**config.mk**
```make
export PLATFORM = sky130hd
export DESIGN_NAME = ro_freq_counter_flat
export DESIGN_NICKNAME = d
export VERILOG_FILES = /design/src/rtl/ro_meas_pkg.sv /design/src/rtl/ro_freq_counter_if.sv /design/src/rtl/ro_sync_edge.sv /design/src/rtl/ro_freq_counter.sv /design/src/flat_wrapper.sv
export SDC_FILE = /design/constraint.sdc
export NUM_CORES = 1
export LEC_CHECK = 0
export ABC_AREA = 1
export CAP_MARGIN = 20
export CORE_ASPECT_RATIO = 0.6
export CORE_MARGIN = 1.5
export CORE_UTILIZATION = 40
export CTS_BUF_LIST = sky130_fd_sc_hd__clkbuf_2 sky130_fd_sc_hd__clkbuf_4 sky130_fd_sc_hd__clkbuf_8
export DETAILED_ROUTE_END_ITERATION = 7
export HOLD_SLACK_MARGIN = 0.05
export PLACE_DENSITY = 0.68
export SLEW_MARGIN = 25
export SYNTH_ARGS = -nofsm -noshare
export SYNTH_HDL_FRONTEND = slang
export SYNTH_HIERARCHICAL = 1
export SYNTH_SLANG_ARGS = --single-unit
```
**constraint.sdc**
```tcl
create_clock -name clk -period 1.8 [get_ports clk]
set_input_delay 0.45 -clock clk [delete_from_list [all_inputs] [get_ports clk]]
set_output_delay 0.45 -clock clk [all_outputs]
set_load 0.02 [all_outputs]
```
**src/rtl/ro_meas_pkg.sv**
```systemverilog
// Shared definitions for the ring-oscillator frequency counter: FSM states
// and the result byte-select encoding.
package ro_meas_pkg;

  typedef enum logic [1:0] {
    IDLE  = 2'd0,
    COUNT = 2'd1,
    DONE  = 2'd2
  } state_t;

  localparam logic [1:0] BYTE_SEL_0 = 2'd0;  // result[7:0]
  localparam logic [1:0] BYTE_SEL_1 = 2'd1;  // result[15:8]
  localparam logic [1:0] BYTE_SEL_2 = 2'd2;  // result[23:16]
  localparam logic [1:0] BYTE_SEL_3 = 2'd3;  // result[31:24]

  function automatic logic [7:0] pick_byte(input logic [31:0] word, input logic [1:0] sel);
    case (sel)
      BYTE_SEL_0: return word[7:0];
      BYTE_SEL_1: return word[15:8];
      BYTE_SEL_2: return word[23:16];
      default:    return word[31:24];
    endcase
  endfunction

endpackage

```
**src/rtl/ro_freq_counter_if.sv**
```systemverilog
// Control/status bundle of the ring-oscillator frequency counter.
// The master side drives the controls; the counter is the slave.
interface ro_freq_counter_if #(
  parameter int CNT_W = 16
);
  logic             enable;
  logic             start;
  logic             continuous;
  logic [1:0]       byte_sel;
  logic [CNT_W-1:0] result;
  logic [7:0]       result_byte;
  logic             busy;
  logic             done;
  logic             overflow;

  modport master (
    output enable, start, continuous, byte_sel,
    input  result, result_byte, busy, done, overflow
  );

  modport slave (
    input  enable, start, continuous, byte_sel,
    output result, result_byte, busy, done, overflow
  );
endinterface

```
**src/rtl/ro_sync_edge.sv**
```systemverilog
// Multi-flop synchroniser for the free-running oscillator plus a
// one-cycle rising-edge pulse in the clk domain.
module ro_sync_edge #(
  parameter int SYNC_STAGES = 2
) (
  input  logic clk,
  input  logic rst_n,
  input  logic async_in,
  output logic sync_out,
  output logic rise_pulse
);

  logic [SYNC_STAGES-1:0] sync_q;
  logic                   sync_d;

  // NOTE: sequential state uses non-blocking assignments so every flop
  // samples the pre-edge value of its neighbour; blocking here would
  // collapse the chain into a single stage.
  always_ff @(posedge clk or negedge rst_n) begin
    if (!rst_n) begin
      sync_q <= '0;
      sync_d <= 1'b0;
    end else begin
      sync_q <= {sync_q[SYNC_STAGES-2:0], async_in};
      sync_d <= sync_q[SYNC_STAGES-1];
    end
  end

  assign sync_out   = sync_q[SYNC_STAGES-1];
  assign rise_pulse = sync_out & ~sync_d;

endmodule

```
**src/rtl/ro_freq_counter.sv**
```systemverilog
// Counts synchronised ring-oscillator rising edges over a 2**GATE_LOG2 clk
// gate window and holds the saturated count with byte-selectable readout.
module ro_freq_counter
  import ro_meas_pkg::*;
#(
  parameter int CNT_W       = 16,
  parameter int GATE_LOG2   = 10,
  parameter int SYNC_STAGES = 2
) (
  input  logic               clk,
  input  logic               rst_n,
  input  logic               osc_in,
  ro_freq_counter_if.slave   bus
);

  localparam logic [CNT_W-1:0] CNT_MAX = '1;

  state_t               state, state_nxt;
  logic                 edge_pulse;
  logic                 gate_last;
  logic [GATE_LOG2-1:0] gate_cnt;
  logic [CNT_W-1:0]     edge_cnt, edge_cnt_nxt;
  logic                 ovf_q, ovf_nxt;
  logic [CNT_W-1:0]     result_q;
  logic                 overflow_q;

  ro_sync_edge #(
    .SYNC_STAGES (SYNC_STAGES)
  ) u_sync_edge (
    .clk        (clk),
    .rst_n      (rst_n),
    .async_in   (osc_in),
    .sync_out   (),
    .rise_pulse (edge_pulse)
  );

  assign gate_last = &gate_cnt;

  always_ff @(posedge clk or negedge rst_n) begin
    if (!rst_n) state <= IDLE;
    else        state <= state_nxt;
  end

  // NOTE: every signal written in always_comb gets a default first, so no
  // path through the block leaves it unassigned and no latch is inferred.
  always_comb begin
    state_nxt = state;
    if (!bus.enable) begin
      state_nxt = IDLE;
    end else begin
      case (state)
        IDLE:    if (bus.start)                      state_nxt = COUNT;
        COUNT:   if (gate_last)                      state_nxt = DONE;
        DONE:    if (bus.continuous || bus.start)    state_nxt = COUNT;
        default:                                     state_nxt = IDLE;
      endcase
    end
  end

  // Saturating edge count; the flag latches once the ceiling is reached.
  always_comb begin
    edge_cnt_nxt = edge_cnt;
    if (edge_pulse && (edge_cnt != CNT_MAX)) edge_cnt_nxt = edge_cnt + 1'b1;
    ovf_nxt = ovf_q | (edge_cnt_nxt == CNT_MAX);
  end

  // Counters run only inside the window and sit at zero otherwise, so each
  // entry into COUNT starts clean and an aborted window leaves no trace.
  always_ff @(posedge clk or negedge rst_n) begin
    if (!rst_n) begin
      gate_cnt <= '0;
      edge_cnt <= '0;
      ovf_q    <= 1'b0;
    end else if (state == COUNT) begin
      gate_cnt <= gate_cnt + 1'b1;
      edge_cnt <= edge_cnt_nxt;
      ovf_q    <= ovf_nxt;
    end else begin
      gate_cnt <= '0;
      edge_cnt <= '0;
      ovf_q    <= 1'b0;
    end
  end

  // Result is loaded only on a completed window, including its final edge.
  always_ff @(posedge clk or negedge rst_n) begin
    if (!rst_n) begin
      result_q   <= '0;
      overflow_q <= 1'b0;
    end else if ((state == COUNT) && (state_nxt == DONE)) begin
      result_q   <= edge_cnt_nxt;
      overflow_q <= ovf_nxt;
    end
  end

  always_comb begin
    bus.busy        = 1'b0;
    bus.done        = 1'b0;
    case (state)
      COUNT:   bus.busy = 1'b1;
      DONE:    bus.done = 1'b1;
      default: ;
    endcase
    bus.result      = result_q;
    bus.overflow    = overflow_q;
    bus.result_byte = pick_byte(32'(result_q), bus.byte_sel);
  end

endmodule

```
**src/flat_wrapper.sv**
```systemverilog
// flat-port wrapper written by rule: the top's interface ports become plain ports
module ro_freq_counter_flat import ro_meas_pkg::*;
#(
  parameter int CNT_W       = 16,
  parameter int GATE_LOG2   = 10,
  parameter int SYNC_STAGES = 2
)
  (clk, rst_n, osc_in, bus_enable, bus_start, bus_continuous, bus_byte_sel, bus_result, bus_result_byte, bus_busy, bus_done, bus_overflow);
  ro_freq_counter_if #(.CNT_W(CNT_W)) bus_i ();
  input  logic clk;
  input  logic rst_n;
  input  logic osc_in;
  input wire logic [$bits(bus_i.enable)-1:0] bus_enable;
  input wire logic [$bits(bus_i.start)-1:0] bus_start;
  input wire logic [$bits(bus_i.continuous)-1:0] bus_continuous;
  input wire logic [$bits(bus_i.byte_sel)-1:0] bus_byte_sel;
  output wire logic [$bits(bus_i.result)-1:0] bus_result;
  output wire logic [$bits(bus_i.result_byte)-1:0] bus_result_byte;
  output wire logic [$bits(bus_i.busy)-1:0] bus_busy;
  output wire logic [$bits(bus_i.done)-1:0] bus_done;
  output wire logic [$bits(bus_i.overflow)-1:0] bus_overflow;
  assign bus_i.enable = bus_enable;
  assign bus_i.start = bus_start;
  assign bus_i.continuous = bus_continuous;
  assign bus_i.byte_sel = bus_byte_sel;
  assign bus_result = bus_i.result;
  assign bus_result_byte = bus_i.result_byte;
  assign bus_busy = bus_i.busy;
  assign bus_done = bus_i.done;
  assign bus_overflow = bus_i.overflow;
  ro_freq_counter #(.CNT_W(CNT_W), .GATE_LOG2(GATE_LOG2), .SYNC_STAGES(SYNC_STAGES)) u_core (.clk(clk), .rst_n(rst_n), .osc_in(osc_in), .bus(bus_i));
endmodule
```
==> results.ini <==
[outcome]
status = finished with violations
violations = negative setup slack

[die]
placementRows = 23
die-area_um2 = 7382
fp.dieW_um = 109.9
core_um2 = 6648
effective_utilization_at_floorplan = 0.4128
fp.dieH_um = 67.16
design.portCount = 35

[yosys]
synth_cell_types = 27
synth.yosys.seq_area_share = 0.4469
synth_top_area_share = 0.4469
post_synth_inst_count = 354
synth_top_cells_by_area = dfrtp_1, nand2_1, nor2_1, inv_1, o21ai_2
synth_seq_cells = 49
postSynthAreaPerCell_um2 = 7.751
synth.cell_area_um2 = 2744
synth_top_area_cell = dfrtp_1
syn-num-nets = 364
yosys_synthesis_warning_count = 6

[pwr]
pwr-share-clk = 0.331
design_power_total_uw = 1999
seq_power_share = 0.564
p_int_uw = 1500
power_switching_share = 0.2496
netSwitchingPower_uw = 498.9
p_leak_uw = 0.001994
power_per_cell_area_nw_per_um2 = 517.9
pwr-share-comb = 0.105
vdd.ir_drop.worst_v = 0.0004629

[place]
gp_routability_congestion = 0.8720
placement.io_buffers = 34
post-dp-hpwl_um = 5041
placement.setup.worst_slack_ns = -0.6506
place_inst = 521

[timing]
finalCritPeriodShare = 1.099
final_worst_slack_ns = -0.1791
rsz0062_at_grt = true
timing_worst_slew_pin_value_ns = 0.2656
setup_tns_ns = -2.812
hold_violations = 0
max_clock_freq_ghz = 0.5053
fin_crit_ns = 1.979
setup_viol_count_final = 18
timing.slew.headroom = 0.8223
clock_skew_ns = 0.007741
slew_viol_final = 0

[worst_setup_path]
crit_path_start_kind = register
critical_path_required_ns = 2.01
worst-setup-path-type = register to register
cp.arrival_ns = 2.19
timing.critical_path.fanout_max = 10
crit_path_start = u_core/gate_cnt[1]
critical_path.reg2reg.startpoint = u_core/gate_cnt[1]
timing.critical_path.to_type = register

[global_route]
grt_remaining_overflow = 0
antenna_found_initial = 0
vias_in_the_first_global_route = 2255
grt_max_degree = 50
grt_first_pass_wirelength_um = 10660
grt.total_usage = 0.1944

[cts]
insertion_delay_ns = 0.31
cts-buffers-inserted = 5
ctsHtreeMaxLevel = 2
cts.reportedPaths.clkPinSlew_ns = 0.09
max-clock-path-buffers = 2
cts_tree = yes
total_clock_sinks = 49
cts-root-buf = clkbuf_8

[cells_and_area]
insertedDiodeCount = 0
final_net_count = 463
n_fill_cell = 586
layout-area-overhead-vs-synth_pct = 40.67
post_route_cells_drive_above_1_share = 0.3524
finish.cell_count_without_fillers = 541
fin_util = 0.5807

[routing]
route.antenna.remaining_nets = 0
wl_per_cell_um = 12.75
firstDrtPassIters = 4
num_vias = 2518
met3_length_um = 287
post-route-drc-count = 0
routed-wl-met2_um = 3025
initialDrtViolationCount = 138
routedLengthMet1_um = 3505
top_layer_used = met4
vias_per_cell = 4.654
finalWirelength_um = 6899

[min_path]
worst_hold_path_type = primary input to async pin

[job]
total_of_max_cap_violations = 0

==> sequential cells by signal (all words and copies together), names as in the netlist <==
signal,cells
u_core/state,2
u_core/edge_cnt,16
u_core/bus.result,16
u_core/gate_cnt,10
u_core/u_sync_edge/sync_d,1
u_core/ovf_q,1
u_core/u_sync_edge/sync_q,2
u_core/bus.overflow,1
==> synthesized netlist by cell type, drive strengths merged <==
cell type / number
or2: 1
o22a: 1
xor2: 2
buf: 3
nand2: 109
clkbuf: 4
nor2: 60
nand4: 4
a21oi: 10
o21ai: 31
dfrtp: 49
nor3: 2
xnor2: 1
o21bai: 2
nand3b: 3
inv: 49
ha: 2
nand3: 21
==> worst max-delay path, cell delays in order, from the launching register on <==
cell and delay (ns):
dfrtp_1 0.37, ha_2 0.19, nand2_2 0.05, inv_2 0.07, nand2_4 0.05, nor2_4 0.09
nand3_2 0.10, nor2_4 0.14, nand2_2 0.07, nor2_4 0.10, nand2_2 0.07, a21oi_4 0.16
nand2_4 0.13, buf_12 0.17, nand2_2 0.06, o21ai_2 0.05
==> per-layer routing <==
| layer | vias to the layer above | global-route usage |
|---|---|---|
| li1 | 1301 | - |
| met1 | 1166 | 0.2818 |
| met2 | 44 | 0.2756 |
| met3 | 7 | 0.04923 |
| met4 | 0 | 0.07792 |
| met5 | - | 0 |
==> timing repair <==
action	in CTS	in global routing
pin swaps	9	10
hold buffers	0	0
setup buffers	7	4
gates cloned	0	1
endpoints found under the setup margin	38	31
resized for setup	59	34
==> power by group through the flow <==
stage	Combinational [µW]	Clock, µW	Sequential (µW)
2_1_floorplan	83.5	0	1150
3_3_place_gp	190	0	1150
3_5_place_dp	194	0	1150
4_1_cts	199	687	1130
5_1_grt	235	721	1130
6_report	211	661	1130
==> final timing paths <==
| kind | end | cells past startpoint | slack (ns) |
|---|---|---|---|
| setup / recovery | u_core/bus.result[15] | 15 | -0.18 |
| hold / removal | u_core/bus.result[12] | 2 | 0.09 |
| min in group clk | u_core/u_sync_edge/sync_q[1] | 0 | 0.35 |
| setup reg to reg | u_core/bus.result[15] | 15 | -0.18 |
| hold reg to reg | u_core/u_sync_edge/sync_q[1] | 0 | 0.35 |
| max in group asynchronous | u_core/gate_cnt[6] | 2 | 1.46 |
==> cells by family (layout without fill, tap and decap cells) <==
kind of cell    after synthesis  count (layout)  share of synthesized area
compound gates               44              44                     0.1140
flops                        49              49                     0.4469
simple gates                200             200                     0.3356
xor+xnor                      3               3                   0.009578
buf+inv                      56             156                    0.08481
fa+ha+maj                     2               2                   0.009118
==> through the flow <==
step,hold WS [ns],area (µm²)
floorplan,0.1544,2744
global placement,0.3357,3562
detailed placement,0.3347,3562
CTS,0.1052,3686
global route,0.1179,3860
finish,0.09328,3860
==> area by class of cell <==
| type | count | area [µm²] | share of cell area |
|---|---|---|---|
| clock buffer | 6 | 76.32 | 0.01977 |
| clock inverter | 2 | 13.76 | 0.003566 |
| inverter | 49 | 183.9 | 0.04765 |
| multi-input combinational | 249 | 1385 | 0.3588 |
| sequential | 49 | 1226 | 0.3177 |
| tap | 87 | 108.9 | 0.02820 |
| timing repair buffer | 99 | 865.8 | 0.2243 |
==> cells in the final DEF (no fill, tap or decap), types with 3 or more instances in the layout <==
| cell type | synthesis | layout |
|---|---|---|
| nand2_1 | 87 | 82 |
| buf_6 | 3 | 4 |
| nor2_2 | 7 | 12 |
| dfrtp_1 | 49 | 49 |
| nand2_2 | 20 | 22 |
| nor2_1 | 49 | 40 |
| nand4_1 | 4 | 4 |
| clkbuf_8 | 0 | 5 |
| a21oi_1 | 9 | 8 |
| buf_4 | 0 | 62 |
| o21ai_0 | 14 | 5 |
| inv_1 | 47 | 45 |
| nand3_1 | 20 | 20 |
| o21ai_1 | 0 | 7 |
| nor2_4 | 4 | 8 |
| nand3b_1 | 3 | 3 |
| nand2_4 | 2 | 5 |
| inv_2 | 2 | 4 |
| dlygate4sd2_1 | 0 | 14 |
| buf_2 | 0 | 4 |
| dlymetal6s2s_1 | 0 | 7 |
| clkdlybuf4s50_1 | 0 | 4 |
| o21ai_2 | 16 | 18 |
| buf_12 | 0 | 3 |
(Power assumes the default switching activity.)
